==> config.mk <==
export PLATFORM = sky130hd
export DESIGN_NAME = life_game_engine_flat
export DESIGN_NICKNAME = d
export VERILOG_FILES = /design/src/rtl/life_game_if.sv /design/src/rtl/life_game_engine.sv /design/src/flat_wrapper.sv
export SDC_FILE = /design/constraint.sdc
export NUM_CORES = 1
export LEC_CHECK = 0
export CORE_MARGIN = 2
export CORE_UTILIZATION = 43
export DETAILED_ROUTE_END_ITERATION = 10
export GPL_ROUTABILITY_DRIVEN = 0
export GPL_TIMING_DRIVEN = 0
export SYNTH_ARGS = -nofsm -noshare
export SYNTH_HDL_FRONTEND = slang
export SYNTH_SLANG_ARGS = --single-unit
==> constraint.sdc <==
create_clock -name clock -period 4.9 [get_ports clock]
set_input_delay 0.98 -clock clock [delete_from_list [all_inputs] [get_ports clock]]
set_output_delay 0.98 -clock clock [all_outputs]
set_load 0.02 [all_outputs]
==> src/rtl/life_game_if.sv <==
// Cell-port bundle of the life game engine: start/busy/done control plus
// the shared read/write word port to the cell store.
// master = the engine (bus initiator), slave = the cell store / controller.
interface life_game_if #(
    parameter int ADDR_WIDTH = 7
);
    logic                  start;
    logic                  busy;
    logic                  done;
    logic [ADDR_WIDTH-1:0] cell_address;
    logic [31:0]           cell_read_data;
    logic                  cell_write;
    logic [31:0]           cell_write_data;

    modport master (
        input  start, cell_read_data,
        output busy, done, cell_address, cell_write, cell_write_data
    );

    modport slave (
        output start, cell_read_data,
        input  busy, done, cell_address, cell_write, cell_write_data
    );
endinterface

==> src/rtl/life_game_engine.sv <==
// Next-generation engine for the life game cell store.
// Streams the displayed world row by row through a three-row window
// (prev/cur/nxt), computes Conway's rule for all 64 columns at once and
// writes each row back as two 32-bit words.
// Build option: define LIFE_GAME_TORUS_EN for a wrap-around world; otherwise
// cells outside the world are dead (halo reads are still issued, data zeroed).
module life_game_engine #(
    parameter int ROWS       = 48,
    parameter int ADDR_WIDTH = 7
) (
    input  logic          clock,
    input  logic          reset_n,
    life_game_if.master   bus
);
    localparam int ROW_W = ADDR_WIDTH - 1;
    localparam logic [ROW_W-1:0] LAST_ROW = ROW_W'(ROWS - 1);

    typedef enum logic [3:0] {
        S_IDLE, S_PRE0, S_PRE1, S_PRE2, S_PRE3, S_PRE4, S_PRE5,
        S_WR_LO, S_WR_HI, S_FE_LO, S_FE_HI, S_DONE
    } state_t;

    state_t           state_q, state_d;
    logic [ROW_W-1:0] y_q, y_d;
    logic [63:0]      prev_q, prev_d;
    logic [63:0]      cur_q, cur_d;
    logic [63:0]      nxt_q, nxt_d;

    logic [ROW_W-1:0] rd_row;
    logic             rd_half;
    logic             rd_halo;
    logic [31:0]      rd_data;
    logic [63:0]      next_gen;
    logic [65:0]      prev_x, cur_x, nxt_x;

`ifdef LIFE_GAME_TORUS_EN
    // Halo rows are real rows and the columns wrap around.
    logic unused_halo;
    assign unused_halo = rd_halo;
    assign rd_data = bus.cell_read_data;
    assign prev_x  = {prev_q[0], prev_q, prev_q[63]};
    assign cur_x   = {cur_q[0],  cur_q,  cur_q[63]};
    assign nxt_x   = {nxt_q[0],  nxt_q,  nxt_q[63]};
`else
    // Outside the world everything is dead: zero halo rows and edge columns.
    assign rd_data = rd_halo ? 32'd0 : bus.cell_read_data;
    assign prev_x  = {1'b0, prev_q, 1'b0};
    assign cur_x   = {1'b0, cur_q,  1'b0};
    assign nxt_x   = {1'b0, nxt_q,  1'b0};
`endif

    // Conway's rule per column; extended index x+1 holds column x.
    generate
        for (genvar gi = 0; gi < 64; gi++) begin : g_cell
            logic [3:0] n;
            assign n = {3'd0, prev_x[gi]} + {3'd0, prev_x[gi+1]} + {3'd0, prev_x[gi+2]}
                     + {3'd0, cur_x[gi]}                          + {3'd0, cur_x[gi+2]}
                     + {3'd0, nxt_x[gi]}  + {3'd0, nxt_x[gi+1]}  + {3'd0, nxt_x[gi+2]};
            assign next_gen[gi] = (n == 4'd3) | (cur_q[gi] & (n == 4'd2));
        end
    endgenerate

    // State and window registers; async abort returns everything to idle.
    always_ff @(posedge clock or negedge reset_n) begin
        if (!reset_n) begin
            state_q <= S_IDLE;
            y_q     <= '0;
            prev_q  <= '0;
            cur_q   <= '0;
            nxt_q   <= '0;
        end else begin
            state_q <= state_d;
            y_q     <= y_d;
            prev_q  <= prev_d;
            cur_q   <= cur_d;
            nxt_q   <= nxt_d;
        end
    end

    // Next-state sequencing: preload, then write/fetch pairs per row.
    always_comb begin
        state_d = state_q;
        case (state_q)
            S_IDLE:  if (bus.start) state_d = S_PRE0;
            S_PRE0:  state_d = S_PRE1;
            S_PRE1:  state_d = S_PRE2;
            S_PRE2:  state_d = S_PRE3;
            S_PRE3:  state_d = S_PRE4;
            S_PRE4:  state_d = S_PRE5;
            S_PRE5:  state_d = S_WR_LO;
            S_WR_LO: state_d = S_WR_HI;
            S_WR_HI: state_d = (y_q == LAST_ROW) ? S_DONE : S_FE_LO;
            S_FE_LO: state_d = S_FE_HI;
            S_FE_HI: state_d = S_WR_LO;
            S_DONE:  state_d = S_IDLE;
            default: state_d = S_IDLE;
        endcase
    end

    // Read address selection; the bottom halo is row 0 (zeroed when not a torus).
    always_comb begin
        rd_row  = '0;
        rd_half = 1'b0;
        rd_halo = 1'b0;
        case (state_q)
            S_PRE0:  begin rd_row = LAST_ROW; rd_halo = 1'b1; end
            S_PRE1:  begin rd_row = LAST_ROW; rd_halo = 1'b1; rd_half = 1'b1; end
            S_PRE3:  rd_half = 1'b1;
            S_PRE4:  rd_row = ROW_W'(1);
            S_PRE5:  begin rd_row = ROW_W'(1); rd_half = 1'b1; end
            S_FE_LO, S_FE_HI: begin
                rd_half = (state_q == S_FE_HI);
                if (y_q == LAST_ROW) begin
                    rd_row  = '0;
                    rd_halo = 1'b1;
                end else begin
                    rd_row = y_q + ROW_W'(1);
                end
            end
            default: ;
        endcase
    end

    // Window loading and row advance.
    always_comb begin
        y_d    = y_q;
        prev_d = prev_q;
        cur_d  = cur_q;
        nxt_d  = nxt_q;
        case (state_q)
            S_IDLE:  if (bus.start) y_d = '0;
            S_PRE0:  prev_d[31:0]  = rd_data;
            S_PRE1:  prev_d[63:32] = rd_data;
            S_PRE2:  cur_d[31:0]   = rd_data;
            S_PRE3:  cur_d[63:32]  = rd_data;
            S_PRE4:  nxt_d[31:0]   = rd_data;
            S_PRE5:  nxt_d[63:32]  = rd_data;
            S_FE_LO: nxt_d[31:0]   = rd_data;
            S_FE_HI: nxt_d[63:32]  = rd_data;
            S_WR_HI: begin
                if (y_q != LAST_ROW) begin
                    prev_d = cur_q;
                    cur_d  = nxt_q;
                    y_d    = y_q + ROW_W'(1);
                end
            end
            default: ;
        endcase
    end

    // Bus outputs decoded from the current state.
    always_comb begin
        bus.busy            = (state_q != S_IDLE) && (state_q != S_DONE);
        bus.done            = (state_q == S_DONE);
        bus.cell_write      = 1'b0;
        bus.cell_address    = '0;
        bus.cell_write_data = 32'd0;
        case (state_q)
            S_WR_LO: begin
                bus.cell_write      = 1'b1;
                bus.cell_address    = {y_q, 1'b0};
                bus.cell_write_data = next_gen[31:0];
            end
            S_WR_HI: begin
                bus.cell_write      = 1'b1;
                bus.cell_address    = {y_q, 1'b1};
                bus.cell_write_data = next_gen[63:32];
            end
            S_PRE0, S_PRE1, S_PRE2, S_PRE3, S_PRE4, S_PRE5, S_FE_LO, S_FE_HI:
                bus.cell_address = {rd_row, rd_half};
            default: ;
        endcase
    end
endmodule

==> src/flat_wrapper.sv <==
// flat-port wrapper written by rule: the top's interface ports become plain ports
module life_game_engine_flat 
#(
    parameter int ROWS       = 48,
    parameter int ADDR_WIDTH = 7
)
  (clock, reset_n, bus_start, bus_cell_read_data, bus_busy, bus_done, bus_cell_address, bus_cell_write, bus_cell_write_data);
  life_game_if #(.ADDR_WIDTH(ADDR_WIDTH)) bus_i ();
  input  logic clock;
  input  logic reset_n;
  input wire logic [$bits(bus_i.start)-1:0] bus_start;
  input wire logic [$bits(bus_i.cell_read_data)-1:0] bus_cell_read_data;
  output wire logic [$bits(bus_i.busy)-1:0] bus_busy;
  output wire logic [$bits(bus_i.done)-1:0] bus_done;
  output wire logic [$bits(bus_i.cell_address)-1:0] bus_cell_address;
  output wire logic [$bits(bus_i.cell_write)-1:0] bus_cell_write;
  output wire logic [$bits(bus_i.cell_write_data)-1:0] bus_cell_write_data;
  assign bus_i.start = bus_start;
  assign bus_i.cell_read_data = bus_cell_read_data;
  assign bus_busy = bus_i.busy;
  assign bus_done = bus_i.done;
  assign bus_cell_address = bus_i.cell_address;
  assign bus_cell_write = bus_i.cell_write;
  assign bus_cell_write_data = bus_i.cell_write_data;
  life_game_engine #(.ROWS(ROWS), .ADDR_WIDTH(ADDR_WIDTH)) u_core (.clock(clock), .reset_n(reset_n), .bus(bus_i));
endmodule
==> results of run 1 <==
## final cells by class
type,count,area [sq um],share of cell area (%)
clock buffers,39,810.8,3.472
flip-flops and latches,202,5056,21.65
plain buffers,73,331.6,1.420
clock inverters,10,57.56,0.2465
multi-input cells,1192,13100,56.10
repair buffers,109,1002,4.292
well taps,600,750.7,3.215
inverters,597,2241,9.597
## state kept, by name, summed over array words and instances (netlist names)
name            cells
u_core.y_q          6
u_core.cur_q       64
u_core.prev_q      64
u_core.state_q      4
u_core.nxt_q       64
## placed cells by master (no fill, tap or decap), types with 15 or more instances in the layout
master / n
fa_1: 185
a22o_1: 64
buf_6: 23
inv_2: 52
or4_4: 15
a32oi_1: 32
inv_1: 544
a21oi_1: 57
clkbuf_16: 27
mux2i_1: 72
a31oi_1: 58
ha_1: 184
nand2_1: 126
a211o_1: 22
buf_2: 16
o22ai_1: 21
buf_4: 41
clkdlybuf4s50_1: 43
o21ai_0: 44
nor2_1: 84
dfrtp_1: 201
fa_2: 68
clkbuf_1: 56
## metal layers
layer	GRT usage [%]	wire length [microns]	vias to the layer above
met5	0	0	-
met4	5.563	1459	0
met3	2.994	2691	73
met2	40.84	26920	339
met1	32.51	24220	7757
li1	-	-	6965
## repair_timing
action	in CTS	in global routing
endpoints found under the setup margin	32	32
pin swaps	79	65
setup buffers	17	15
resized for setup	323	121
hold endpoints to repair	0	0
## stage by stage
step / instances / area [sq um] / TNS [ps] / power [mW]
finish: 2822 / 23350 / -168.9 / 6.185
global route: 2822 / 23350 / -3059 / 6.685
CTS: 2807 / 22900 / -575.0 / 6.088
detailed placement: 2741 / 21460 / -2512 / 3.879
global placement: 2740 / 21430 / -1370360 / 3.718
floorplan: 2064 / 19920 / 0 / 3.353
## how the worst max path moves through the flow
| stage | startpoint | end | cells past startpoint |
|---|---|---|---|
| 2_1_floorplan | u_core.prev_q[42] | bus_cell_write_data[11] | 11 |
| 3_3_place_gp | reset_n | u_core.cur_q[47] | 1 |
| 3_5_place_dp | u_core.prev_q[19] | bus_cell_write_data[20] | 12 |
| 4_1_cts | u_core.prev_q[10] | bus_cell_write_data[11] | 13 |
| 5_1_grt | u_core.prev_q[43] | bus_cell_write_data[11] | 12 |
| 6_report | u_core.prev_q[7] | bus_cell_write_data[8] | 11 |
## logic make-up after synthesis
family | count (synthesis)
adders and majority gates | 443
buffers and inverters | 670
and+or+nand+nor | 273
DFF | 202
xor gates and xnor gates | 3
AOI/OAI and AO/OA | 399
muxes | 74
## power by group
part           internal, mW  switching [mW]
logic                  1.07            1.29
registers              1.75           0.122
clock network          1.14           0.813
==> reports/metrics.csv, run 1 <==
metric,value,unit
final_nets,2680,
drt-vias-per-instance,5.363,
synth.cell_area,0.01992,sq mm
ir_drop,0.2154,mV
utilization,51.23,%
clock_latency,550,ps
ys_ff_latch,202,
cts_tree,built,
maxCapViolCount,1,
areaGrowthSynthToFinish,17.25,%
violations,"capacitance limit, setup timing",
n_antenna_cell,0,
final_antenna_net_count,0,
port_buffers,76,
crit_type,flop to output pin,
path_cells,ha_1 -> inv_1 -> fa_1 -> fa_1 -> inv_1 -> fa_2 -> inv_1 -> fa_2 -> or4_4 -> o41ai_2 -> buf_2,
synth_compound_area_share,14.43,%
numCtsBuffers,27,
synth-simple-area-share,6.038,%
slew_violations,0,
synth_commonest_cells,"inv_1 (596), fa_1 (253), dfrtp_1 (202), ha_1 (190), nand2_1 (126)",
finalSetupViolCount,7,
dp_hpwl,41.34,mm
cp_max_fo,3,
cp.arrival,3970,ps
drt_iter0_drc,1011,
fp-row-count,78,
gr-usage-all-layers,23.93,%
fill_cells,4109,
fmax,201.9,MHz
grt_overflow,0,
p_per_area,264.9,mW/mm^2
first_global_vias,16193,
synth_cell_types,49,
synthFlopType,dfrtp_1,
via_count,15134,
rr_endpoint,u_core.cur_q[10],
start_util,43.70,%
dieArea,0.04805,sq mm
worst_slew_pin_slew,1492,ps
synth-seq-area-share,25.38,%
outcome,"finished, violations left",
cp.buffers_inverters,4,
power_leakage,11.89,nW
syn_area_per_cell,9.649,sq um
antenna_found_initial,0,
synth_most_common_cell,inv_1,
ctsHoldBuffers,0,
yosysTopAreaCellShare,25.43,%
slowest_delay,510,ps
wl_per_cell,19.59,microns
layout-drive-gt1-share,15.57,%
synth_enable_flop_cells,0,
yosys_warnings,0,
syn_nets,2542,
core_area,0.04558,sq mm
rsz0062_at_grt,true,
drt_pass1_iterations,5,
cp-end-kind,output pin,
io_pins,77,
rrSetupSlack,2130,ps
netlist_instances,2064,
die_w,219.2,microns
finalHoldViolations,0,
synth_top_family_by_area,adder cells,
clk_pin_slew,60,ps
place_ws,-417.0,ps
synth_xor_area_share,0.1319,%
grt_max_degree,110,
synth.largest_area_cell,fa_1,
synth-adder-area-share,37.37,%
fin_skew,16.20,ps
hp-class,primary input to asynchronous set/reset pin,
slew_headroom,0.5111,%
required,3920,ps
root_buffer,clkbuf_16,
wl,55.30,mm
setup_ws,-52.66,ps
async_flop_share,100.0,%
worst_r2r_path_depth,7,
clock_path_buffers,3,
hold-worst-slack,485.6,ps
cts-htree-levels,1,
muxShareOfSynthArea,3.732,%
cts_sinks,202,
period_needed,4953,ps
cp_top_family,adder cells,
start_kind,flop,
die_h,219.2,microns
drc,0,
synthTopCellsByArea,"fa_1 (25%), dfrtp_1 (25%), ha_1 (12%)",
grt_first_pass_wirelength,89.02,mm
worst_path_max_delay_cell,or4_4,
crit_top_cell,inv_1,
r2r-start,u_core.y_q[0],
post-route-period-util,101.1,%
Note: power is estimated with default switching activity, not from simulation.
==> run 2, diff against run 1 <==
GPL_ROUTABILITY_DRIVEN = default   (was 0)
==> results of run 2 <==
Same layout as run 1: the final DEF is identical, and so are final timing and power.
==> run 3, diff against run 2 <==
DONT_BUFFER_PORTS = 1   (was default)
SKIP_CTS_REPAIR_TIMING = 1   (was default)
SLEW_MARGIN = 10   (was default)
==> run 3 against run 2 <==
Against the previous run:
- the run now ends clean
- largest power group unchanged
- hold slack worse by 340 ps
- sequential power is essentially flat
- register-to-register slack got worse by 70 ps
- critical path type unchanged
- setup slack better by 76 ps
- clock power grew 11%
==> reports/metrics.csv, run 3 (synthesis gave the netlist of run 1 again) <==
metric,value,unit,change
outcome,completed,,"was finished, violations left"
final_nets,2582,,was 2680
cts_tree,built,,unchanged
setup_tns,0,ps,was -168.9 ps
numCtsBuffers,26,,was 27
post-route-period-util,99.53,%,was 101.1%
layout_common_cells,"inv_1 (577), fa_1 (206), dfrtp_1 (198)",,"was inv_1 (544), dfrtp_1 (201), fa_1 (185)"
worst_slew_pin_slew,1422,ps,was 1492 ps
layout-drive-gt1-share,11.26,%,was 15.57%
maxCapViolCount,0,,was 1
finalHoldViolations,0,,unchanged
io_pins,77,,unchanged
dp.cells,2664,,was 2741
power_leakage,11.65,nW,was 11.89 nW
clock_path_buffers,3,,unchanged
drt_iter0_drc,925,,was 1011
grt_max_degree,203,,was 110
root_buffer,clkbuf_16,,unchanged
hp-class,primary input to asynchronous set/reset pin,,unchanged
wl,55.91,mm,was 55.30 mm
dieArea,0.04805,sq mm,unchanged
instances_no_fill,2722,,was 2822
start_kind,flop,,unchanged
clk_pin_slew,60,ps,about the same
setup_ws,22.92,ps,was -52.66 ps
die_h,219.2,microns,unchanged
ir_drop,0.2421,mV,was 0.2154 mV
place_ws,29.71,ps,was -417.0 ps
clock_latency,560,ps,was 550 ps
cp.arrival,3900,ps,was 3970 ps
drt-vias-per-instance,5.446,,was 5.363
grt_overflow,0,,unchanged
areaGrowthSynthToFinish,13.85,%,was 17.25%
drc,0,,unchanged
start_util,43.70,%,unchanged
die_w,219.2,microns,unchanged
sequentialPowerShare,29.6,%,was 30.3%
antenna_found_initial,0,,unchanged
p_comb_share,36.0,%,was 38.1%
slew_violations,0,,unchanged
cp_max_fo,3,,unchanged
reg_top3,"u_core.cur_q x64, u_core.nxt_q x64, u_core.prev_q x64",,unchanged
first_global_vias,15790,,was 16193
p_sw,2.213,mW,was 2.226 mW
required,3920,ps,about the same
crit_type,flop to output pin,,unchanged
period_needed,4877,ps,was 4953 ps
fin_skew,18.07,ps,was 16.20 ps
dp_hpwl,41.49,mm,was 41.34 mm
n_antenna_cell,0,,unchanged
cts-htree-levels,1,,unchanged
final_common_cell,inv_1,,unchanged
utilization,49.75,%,was 51.23%
fp-row-count,78,,unchanged
p_clk_share,34.4,%,was 31.6%
hold-worst-slack,149.9,ps,was 485.6 ps
finalSetupViolCount,0,,was 7
slew_headroom,5.177,%,was 0.5111%
cts_sinks,202,,unchanged
p_per_area,278.3,mW/mm^2,was 264.9 mW/mm^2
core_area,0.04558,sq mm,unchanged
final_antenna_net_count,0,,unchanged
drt_pass1_iterations,5,,unchanged
gr-usage-all-layers,23.32,%,was 23.93%
power.internal,4.098,mW,was 3.959 mW
via_count,14823,,was 15134
cp-end-kind,output pin,,unchanged
gp_congestion,0.8647,,was 0.8633
fmax,205.0,MHz,was 201.9 MHz
swShare,35.06,%,was 36.00%
rsz0062_at_grt,true,,unchanged
grt_first_pass_wirelength,86.29,mm,was 89.02 mm
port_buffers,0,,was 76
wl_per_cell,20.54,microns,was 19.59 microns
==> run 3: cell count changes in the layout (fill, tap and decap cells not counted), moves of 6 or more <==
cell,delta
o41ai_4,+11
fa_2,-21
clkdlybuf4s50_1,-43
o41ai_2,-10
inv_2,-33
fa_1,+21
buf_2,-6
inv_1,+33
buf_6,-17
buf_4,-29
==> run 3: area by class of cell <==
cell class / instances / area, sq um
fillers: 4139 / 22900
multi-input cells: 1192 / 13250
flip-flops and latches: 202 / 5060
inverters: 597 / 2241
clock buffers: 36 / 769.5
well taps: 600 / 750.7
plain buffers: 73 / 334.1
clock inverters: 10 / 177.7
repair buffers: 12 / 90.09
==> run 3: metal layers <==
layer,share of wire [%],GRT usage [%],up-vias
met3,7.1,5.364,93
met4,3.1,8.243,0
met1,41,29.87,7556
met5,0,0,-
met2,48,38.71,419
li1,-,-,6755
==> run 3: worst paths after layout <==
path	from	endpoint	slack (ps)	depth (start not counted)
max	u_core.prev_q[26]	bus_cell_write_data[26]	20	10
min	reset_n	u_core.prev_q[62]	150	0
max in group asynchronous	reset_n	u_core.state_q[1]	4450	0
min in group clock	bus_cell_read_data[8]	u_core.nxt_q[8]	550	1
min reg2reg	u_core.nxt_q[0]	u_core.nxt_q[0]	570	1
max reg2reg	u_core.y_q[0]	u_core.cur_q[10]	2060	7
==> run 3: critical path: stages (launching register included) <==
cell     delay, ps
dfrtp_1        400
buf_4          140
ha_1           260
inv_1           40
fa_1           440
fa_1           490
inv_1           50
fa_1           380
inv_1           80
fa_1           470
o41ai_4        600
==> run 3: through the flow <==
step           instance area [sq um]  power [mW]
3_5_place_dp                   20670       3.801
4_1_cts                        21620       5.984
6_report                       22670       6.311
2_1_floorplan                  19920       3.353
5_1_grt                        22670       6.771
3_3_place_gp                   20670       3.632
==> run 3: power by group through the flow <==
stage | clock, mW | sequential (mW) | combinational [mW]
3_5_place_dp | 0 | 1.90 | 1.90
4_1_cts | 2.20 | 1.87 | 1.92
6_report | 2.17 | 1.87 | 2.27
5_1_grt | 2.25 | 1.89 | 2.63
3_3_place_gp | 0 | 1.89 | 1.74
2_1_floorplan | 0 | 1.86 | 1.49
